**src/rtl/rotfpga_pkg.sv**
```systemverilog
// Shared types and constants for the rotating-tile FPGA scan loader.
package rotfpga_pkg;

  localparam int SCAN_BYTE_W = 8;

  typedef enum logic [1:0] {
    ST_IDLE  = 2'd0,
    ST_SHIFT = 2'd1,
    ST_LATCH = 2'd2,
    ST_DONE  = 2'd3
  } scan_state_t;

endpackage

```
**src/rtl/rotfpga_rb_deser.sv**
```systemverilog
// LSB-first readback deserializer: one byte out per eight samples.
module rotfpga_rb_deser
  import rotfpga_pkg::*;
(
  input  logic                   clk,
  input  logic                   rst,
  input  logic                   clr,
  input  logic                   sample,
  input  logic                   sdi,
  output logic [SCAN_BYTE_W-1:0] data,
  output logic                   valid
);

  localparam int CW = $clog2(SCAN_BYTE_W);

  logic [SCAN_BYTE_W-1:0] sr;
  logic [CW-1:0]          cnt;
  logic [SCAN_BYTE_W-1:0] nxt;

  assign nxt = {sdi, sr[SCAN_BYTE_W-1:1]};

  always_ff @(posedge clk) begin
    if (rst || clr) begin
      sr    <= '0;
      cnt   <= '0;
      data  <= '0;
      valid <= 1'b0;
    end else begin
      valid <= 1'b0;
      if (sample) begin
        sr  <= nxt;
        cnt <= cnt + 1'b1;
        if (cnt == CW'(SCAN_BYTE_W - 1)) begin
          data  <= nxt;
          valid <= 1'b1;
        end
      end
    end
  end

endmodule

```
**src/rtl/rotfpga_scan_loader.sv**
```systemverilog
// Bitstream loader: streams bytes LSB-first into the fabric scan chain,
// collects the displaced chain contents as readback, then latches.
module rotfpga_scan_loader
  import rotfpga_pkg::*;
#(
  parameter int CHAIN_LEN = 512
) (
  input  logic       clk,
  input  logic       rst,
  input  logic       start,
  input  logic [7:0] in_data,
  input  logic       in_valid,
  output logic       in_ready,
  output logic       scan_en,
  output logic       scan_out,
  input  logic       scan_in,
  output logic       cfg_latch,
  output logic [7:0] rb_data,
  output logic       rb_valid,
  output logic       busy,
  output logic       done
);

  localparam int NBYTES = CHAIN_LEN / SCAN_BYTE_W;
  localparam int CNT_W  = $clog2(CHAIN_LEN + 1);
  localparam int ACC_W  = $clog2(NBYTES + 1);

  scan_state_t      state;
  logic [CNT_W-1:0] bit_cnt;
  logic [ACC_W-1:0] acc_cnt;
  logic [7:0]       byte_q;
  logic [2:0]       bit_idx;
  logic             accept;
  logic             last_bit;
  logic             load_start;

  // scan_en doubles as "a byte is held": it is high exactly on bit cycles.
  assign in_ready = (state == ST_SHIFT)
                 && (!scan_en || bit_idx == 3'd7)
                 && (acc_cnt < ACC_W'(NBYTES));

  assign accept     = in_valid && in_ready;
  assign last_bit   = scan_en && (bit_cnt == CNT_W'(CHAIN_LEN - 1));
  assign load_start = (state == ST_IDLE) && start;

  always_ff @(posedge clk) begin
    if (rst) begin
      state     <= ST_IDLE;
      bit_cnt   <= '0;
      acc_cnt   <= '0;
      byte_q    <= '0;
      bit_idx   <= '0;
      scan_en   <= 1'b0;
      scan_out  <= 1'b0;
      cfg_latch <= 1'b0;
      busy      <= 1'b0;
      done      <= 1'b0;
    end else begin
      cfg_latch <= 1'b0;
      done      <= 1'b0;
      unique case (state)
        ST_IDLE: begin
          if (start) begin
            state   <= ST_SHIFT;
            busy    <= 1'b1;
            bit_cnt <= '0;
            acc_cnt <= '0;
          end
        end
        ST_SHIFT: begin
          if (scan_en)
            bit_cnt <= bit_cnt + 1'b1;
          if (accept) begin
            scan_en  <= 1'b1;
            scan_out <= in_data[0];
            byte_q   <= in_data;
            bit_idx  <= '0;
            acc_cnt  <= acc_cnt + 1'b1;
          end else if (scan_en && bit_idx != 3'd7) begin
            bit_idx  <= bit_idx + 3'd1;
            scan_out <= byte_q[bit_idx + 3'd1];
          end else begin
            scan_en <= 1'b0;
          end
          if (last_bit) begin
            state     <= ST_LATCH;
            cfg_latch <= 1'b1;
          end
        end
        ST_LATCH: begin
          state <= ST_DONE;
          busy  <= 1'b0;
          done  <= 1'b1;
        end
        ST_DONE: begin
          state <= ST_IDLE;
        end
        default: state <= ST_IDLE;
      endcase
    end
  end

  rotfpga_rb_deser u_deser (
    .clk    (clk),
    .rst    (rst),
    .clr    (load_start),
    .sample (scan_en),
    .sdi    (scan_in),
    .data   (rb_data),
    .valid  (rb_valid)
  );

endmodule

```
**config.mk**
```make
export PLATFORM = sky130hd
export DESIGN_NAME = rotfpga_scan_loader
export DESIGN_NICKNAME = d
export VERILOG_FILES = /design/src/rtl/rotfpga_pkg.sv /design/src/rtl/rotfpga_rb_deser.sv /design/src/rtl/rotfpga_scan_loader.sv
export SDC_FILE = /design/constraint.sdc
export NUM_CORES = 1
export LEC_CHECK = 0
export BUFFER_PORTS_ARGS = -buffer_cell sky130_fd_sc_hd__buf_2
export CAP_MARGIN = 0
export CORE_UTILIZATION = 45
export CTS_CLUSTER_DIAMETER = 50
export DETAILED_ROUTE_END_ITERATION = 8
export PLACE_DENSITY = 0.76
export SYNTH_ARGS = -nofsm -noshare
export SYNTH_HDL_FRONTEND = slang
export SYNTH_SLANG_ARGS = --single-unit
```
**constraint.sdc**
```tcl
create_clock -name clk -period 3.71 [get_ports clk]
set_input_delay 0 -clock clk [delete_from_list [all_inputs] [get_ports clk]]
set_output_delay 0 -clock clk [all_outputs]
set_load 0.03 [all_outputs]
```
==> PnR_summary.wiki <==
{| class="wikitable"
! Metric !! Value
|-
| Result of the run || finished clean
|-
| Count of endpoints failing hold in the final timing report || 0
|-
| Post-synthesis mux area share || 8.53%
|-
| Primary FF master, synth || sky130_fd_sc_hd__dfxtp_1
|-
| Power density normalized to cell area || 591 nW/um^2
|-
| Library cell with the largest summed area after synthesis || sky130_fd_sc_hd__dfxtp_1
|-
| Endpoint of the worst register-to-register path || bit_cnt[5]$_SDFFE_PP0P_
|-
| Synth warnings || 0
|-
| R2R cell count || 7
|-
| Hold WC Path Type || input pin to flop
|-
| Worst-margin pin slew || 948 ps
|-
| Routability cong. || 0.749
|-
| Number of nets still failing antenna checks after routing || 0
|-
| Remaining design rule violation count || 0
|-
| Synth Area in Compound Gates || 8.42%
|-
| Most area-consuming cells after synthesis || sky130_fd_sc_hd__dfxtp_1, sky130_fd_sc_hd__mux2i_1, sky130_fd_sc_hd__nor2_1
|-
| Total overflow reported by the global router || 0
|-
| Routed wirelength normalized by instance count || 11.6 um
|-
| Relative slew slack || 36.7%
|-
| Tcrit/Tclk final || 66.0%
|-
| Peak VDD IR || 0.457 mV
|-
| Avg Cell Area, Syn || 9.41 um^2
|-
| Element type at the critical path start || flop
|-
| Cell row count || 26
|-
| Final setup violating endpoints || 0
|-
| Post-synth EDFFs || 0
|-
| Placed wire-length estimate || 2830 um
|-
| Cell Area, Synth || 2390 um^2
|-
| Cell leakage power || 1.12 nW
|-
| Critical path fanouts, max || 20
|-
| Largest net degree at the start of global routing || 24
|-
| N_diodes || 0
|-
| Required time at the worst-slack endpoint || 3870 ps
|-
| Setup_tns || 0 ps
|-
| Hold Path Depth || 2
|-
| Fraction of the mapped netlist area in adder cells || 5.23%
|-
| Post-synthesis net count || 277
|-
| Final #Nets || 310
|-
| Layout-stage area growth over the synthesis result || 15.9%
|-
| Critical path capture point type || flop
|-
| Async set-reset flop share out of synthesis || 0%
|-
| Data arrival time at the worst-slack endpoint || 2600 ps
|-
| Port buffer count || 27
|-
| FF-to-FF setup slack || 1260 ps
|-
| Wire length of the first global-routing pass || 7280 um
|-
| Per-cell via count in the routed design || 5.01
|-
| #FFs+latches synth || 54
|-
| Clock root buffer || sky130_fd_sc_hd__clkbuf_8
|-
| Main combinational cell family by area after synthesis || simple AND/OR/NAND/NOR gates
|-
| Startpoint of the worst-slack reg-to-reg timing path || state[0]$_SDFFE_PP0P_
|-
| CTS tree || yes
|-
| Sink Count || 54
|-
| Simple logic cell fraction of the synthesized area || 24.4%
|-
| Pre-Repair DR Iteration Count || 4
|-
| Number of antenna violations at the first check in global routing || 0
|-
| Max-slew violation count || 0
|-
| Number of I/O pins || 28
|-
| Worst Path Class, Setup || flop to flop
|-
| Vias in the first global route || 1701
|-
| Largest buffer count on any clock path || 2
|-
| Worst setup skew after layout || 10.5 ps
|-
| Width of the die || 74.9 um
|-
| Area share of the leading cell type in the synthesized netlist || 45.2%
|-
| Layout cells sized above 1 || 17.4%
|-
| Area enclosed by the die boundary || 5610 um^2
|-
| Overall Global Routing Usage || 16.8%
|-
| Endpoint, Worst Hold || byte_q[2]$_SDFFE_PP0P_
|-
| Buffers inserted by post-CTS timing repair || 0
|-
| Number of filler instances in the final layout || 468
|-
| Worst Hold Margin || 93.2 ps
|-
| Total number of H-tree levels || 2
|-
| Clock transition at the registers of the reported paths || 100 ps
|-
| Hold path start || rst
|-
| Maximum Capacitance Violations || 0
|-
| Number of distinct standard cells referenced by the synthesized netlist || 42
|-
| Xor/xnor share of the synthesized area || 5.13%
|-
| Routed wire length || 4150 um
|-
| Time the worst path needs with I/O delays and setup || 2450 ps
|-
| Sequential element share of the synthesized area || 45.2%
|-
| Height of the die || 74.9 um
|-
| Overall via count from detail_route || 1795
|-
| RSZ-0062 raised after global routing || false
|-
| Starting DRT DRC Count || 67
|-
| Num CTS Buffers || 5
|-
| Commonest cells in the netlist || sky130_fd_sc_hd__dfxtp_1, sky130_fd_sc_hd__nor2_1, sky130_fd_sc_hd__nand2_1, sky130_fd_sc_hd__mux2i_1, sky130_fd_sc_hd__a21oi_1
|-
| Insertion delay to the later sink of the worst-skew pair || 310 ps
|-
| Resized cells post-CTS || 0
|-
| Initial core utilization || 46.8%
|-
| Total Power Consumption || 1.64 mW
|-
| Most numerous cell in the Yosys netlist || sky130_fd_sc_hd__dfxtp_1
|-
| Core area || 5110 um^2
|-
| Achievable frequency || 409 MHz
|-
| Cells after Synth || 254
|-
| Core occupancy in the finished layout || 54.3%
|-
| Worst-case setup margin in the final layout || 1260 ps
|-
| Post-Place Setup Slack || 1260 ps
|}
-- placed cells by master, fill, tap and decap left out, types with 2 or more instances in the layout --
cell	instances
sky130_fd_sc_hd__nor3_4	2
sky130_fd_sc_hd__and2_1	2
sky130_fd_sc_hd__inv_1	4
sky130_fd_sc_hd__a211oi_1	3
sky130_fd_sc_hd__xnor2_1	7
sky130_fd_sc_hd__nand2_1	21
sky130_fd_sc_hd__nand3_1	14
sky130_fd_sc_hd__xor2_1	7
sky130_fd_sc_hd__nor2b_1	5
sky130_fd_sc_hd__nor2_1	43
sky130_fd_sc_hd__nand4_1	3
sky130_fd_sc_hd__and4_1	3
sky130_fd_sc_hd__nor3_1	4
sky130_fd_sc_hd__a21oi_1	16
sky130_fd_sc_hd__clkbuf_8	5
sky130_fd_sc_hd__a32oi_1	3
sky130_fd_sc_hd__o21ai_0	2
sky130_fd_sc_hd__buf_2	27
sky130_fd_sc_hd__dlygate4sd3_1	9
sky130_fd_sc_hd__ha_1	10
sky130_fd_sc_hd__mux2i_1	19
sky130_fd_sc_hd__dfxtp_1	54
sky130_fd_sc_hd__nand2b_1	3
sky130_fd_sc_hd__nor2_2	2
-- worst max-delay path, stage by stage, from the launching register on --
cell	delay, ps
sky130_fd_sc_hd__dfxtp_1	330
sky130_fd_sc_hd__inv_1	130
sky130_fd_sc_hd__ha_1	280
sky130_fd_sc_hd__nand2_1	100
sky130_fd_sc_hd__nand2b_1	500
sky130_fd_sc_hd__inv_1	100
sky130_fd_sc_hd__nor2_1	740
sky130_fd_sc_hd__nor2_1	130
-- report_power, final --
group / switching [mW] / internal [mW] / total, mW
registers: 0.0311 / 0.627 / 0.658
logic: 0.367 / 0.208 / 0.575
clock network: 0.199 / 0.206 / 0.405
total: 0.597 / 1.04 / 1.64
-- final cells by class --
class	count	area [um^2]	area share, %
clock buffers	5	68.8	2.48
clock inverters	3	48.8	1.76
inverters	4	15.0	0.542
multi-input cells	185	1240	44.7
flip-flops and latches	54	1080	39.0
well taps	70	87.6	3.16
repair buffers	37	233	8.40
-- cells by family after synthesis --
| logic type | Yosys count |
|---|---|
| compound gates | 29 |
| xor+xnor | 14 |
| simple gates | 112 |
| buf+inv | 15 |
| mux | 20 |
| flops | 54 |
| fa+ha+maj | 10 |
-- how the worst max path moves through the flow --
stage	startpoint	cells past startpoint	slack (ps)	end
after detailed placement	state[0]$_SDFFE_PP0P_	7	1260	acc_cnt[4]$_SDFFE_PP0P_
after floorplan	bit_idx[0]$_SDFFE_PP0P_	7	1880	byte_q[0]$_SDFFE_PP0P_
final	state[0]$_SDFFE_PP0P_	7	1260	bit_cnt[5]$_SDFFE_PP0P_
after CTS	state[0]$_SDFFE_PP0P_	7	1220	bit_cnt[5]$_SDFFE_PP0P_
after global placement	state[0]$_SDFFE_PP0P_	7	1340	bit_cnt[5]$_SDFFE_PP0P_
after global routing	state[0]$_SDFFE_PP0P_	7	1010	bit_cnt[5]$_SDFFE_PP0P_
-- per-stage QoR --
step / std cells / instance area [um^2]
after floorplan: 254 / 2390
after global placement: 341 / 2560
after detailed placement: 341 / 2560
after CTS: 358 / 2770
after global routing: 358 / 2770
final: 358 / 2770
-- routing by layer --
metal	GRT usage, %	part of all wire, %	wire length (um)
met5	0	0	0
met4	6.29	2.2	90
met3	3.21	2.6	109
met2	28.5	45	1890
met1	21.0	50	2060
-- repair_timing --
action                     in CTS  in global routing
hold endpoints to repair       10                  0
setup endpoints to repair       0                  0
hold buffers                    9                  0
-- sequential cells by signal, indices dropped and copies added (netlist names) --
register       flops
bit_cnt           10
scan_out           1
u_deser.data       8
scan_en            1
busy               1
u_deser.sr         7
u_deser.valid      1
bit_idx            3
u_deser.cnt        3
state              2
acc_cnt            7
cfg_latch          1
byte_q             8
done               1
(Power assumes the default switching activity.)
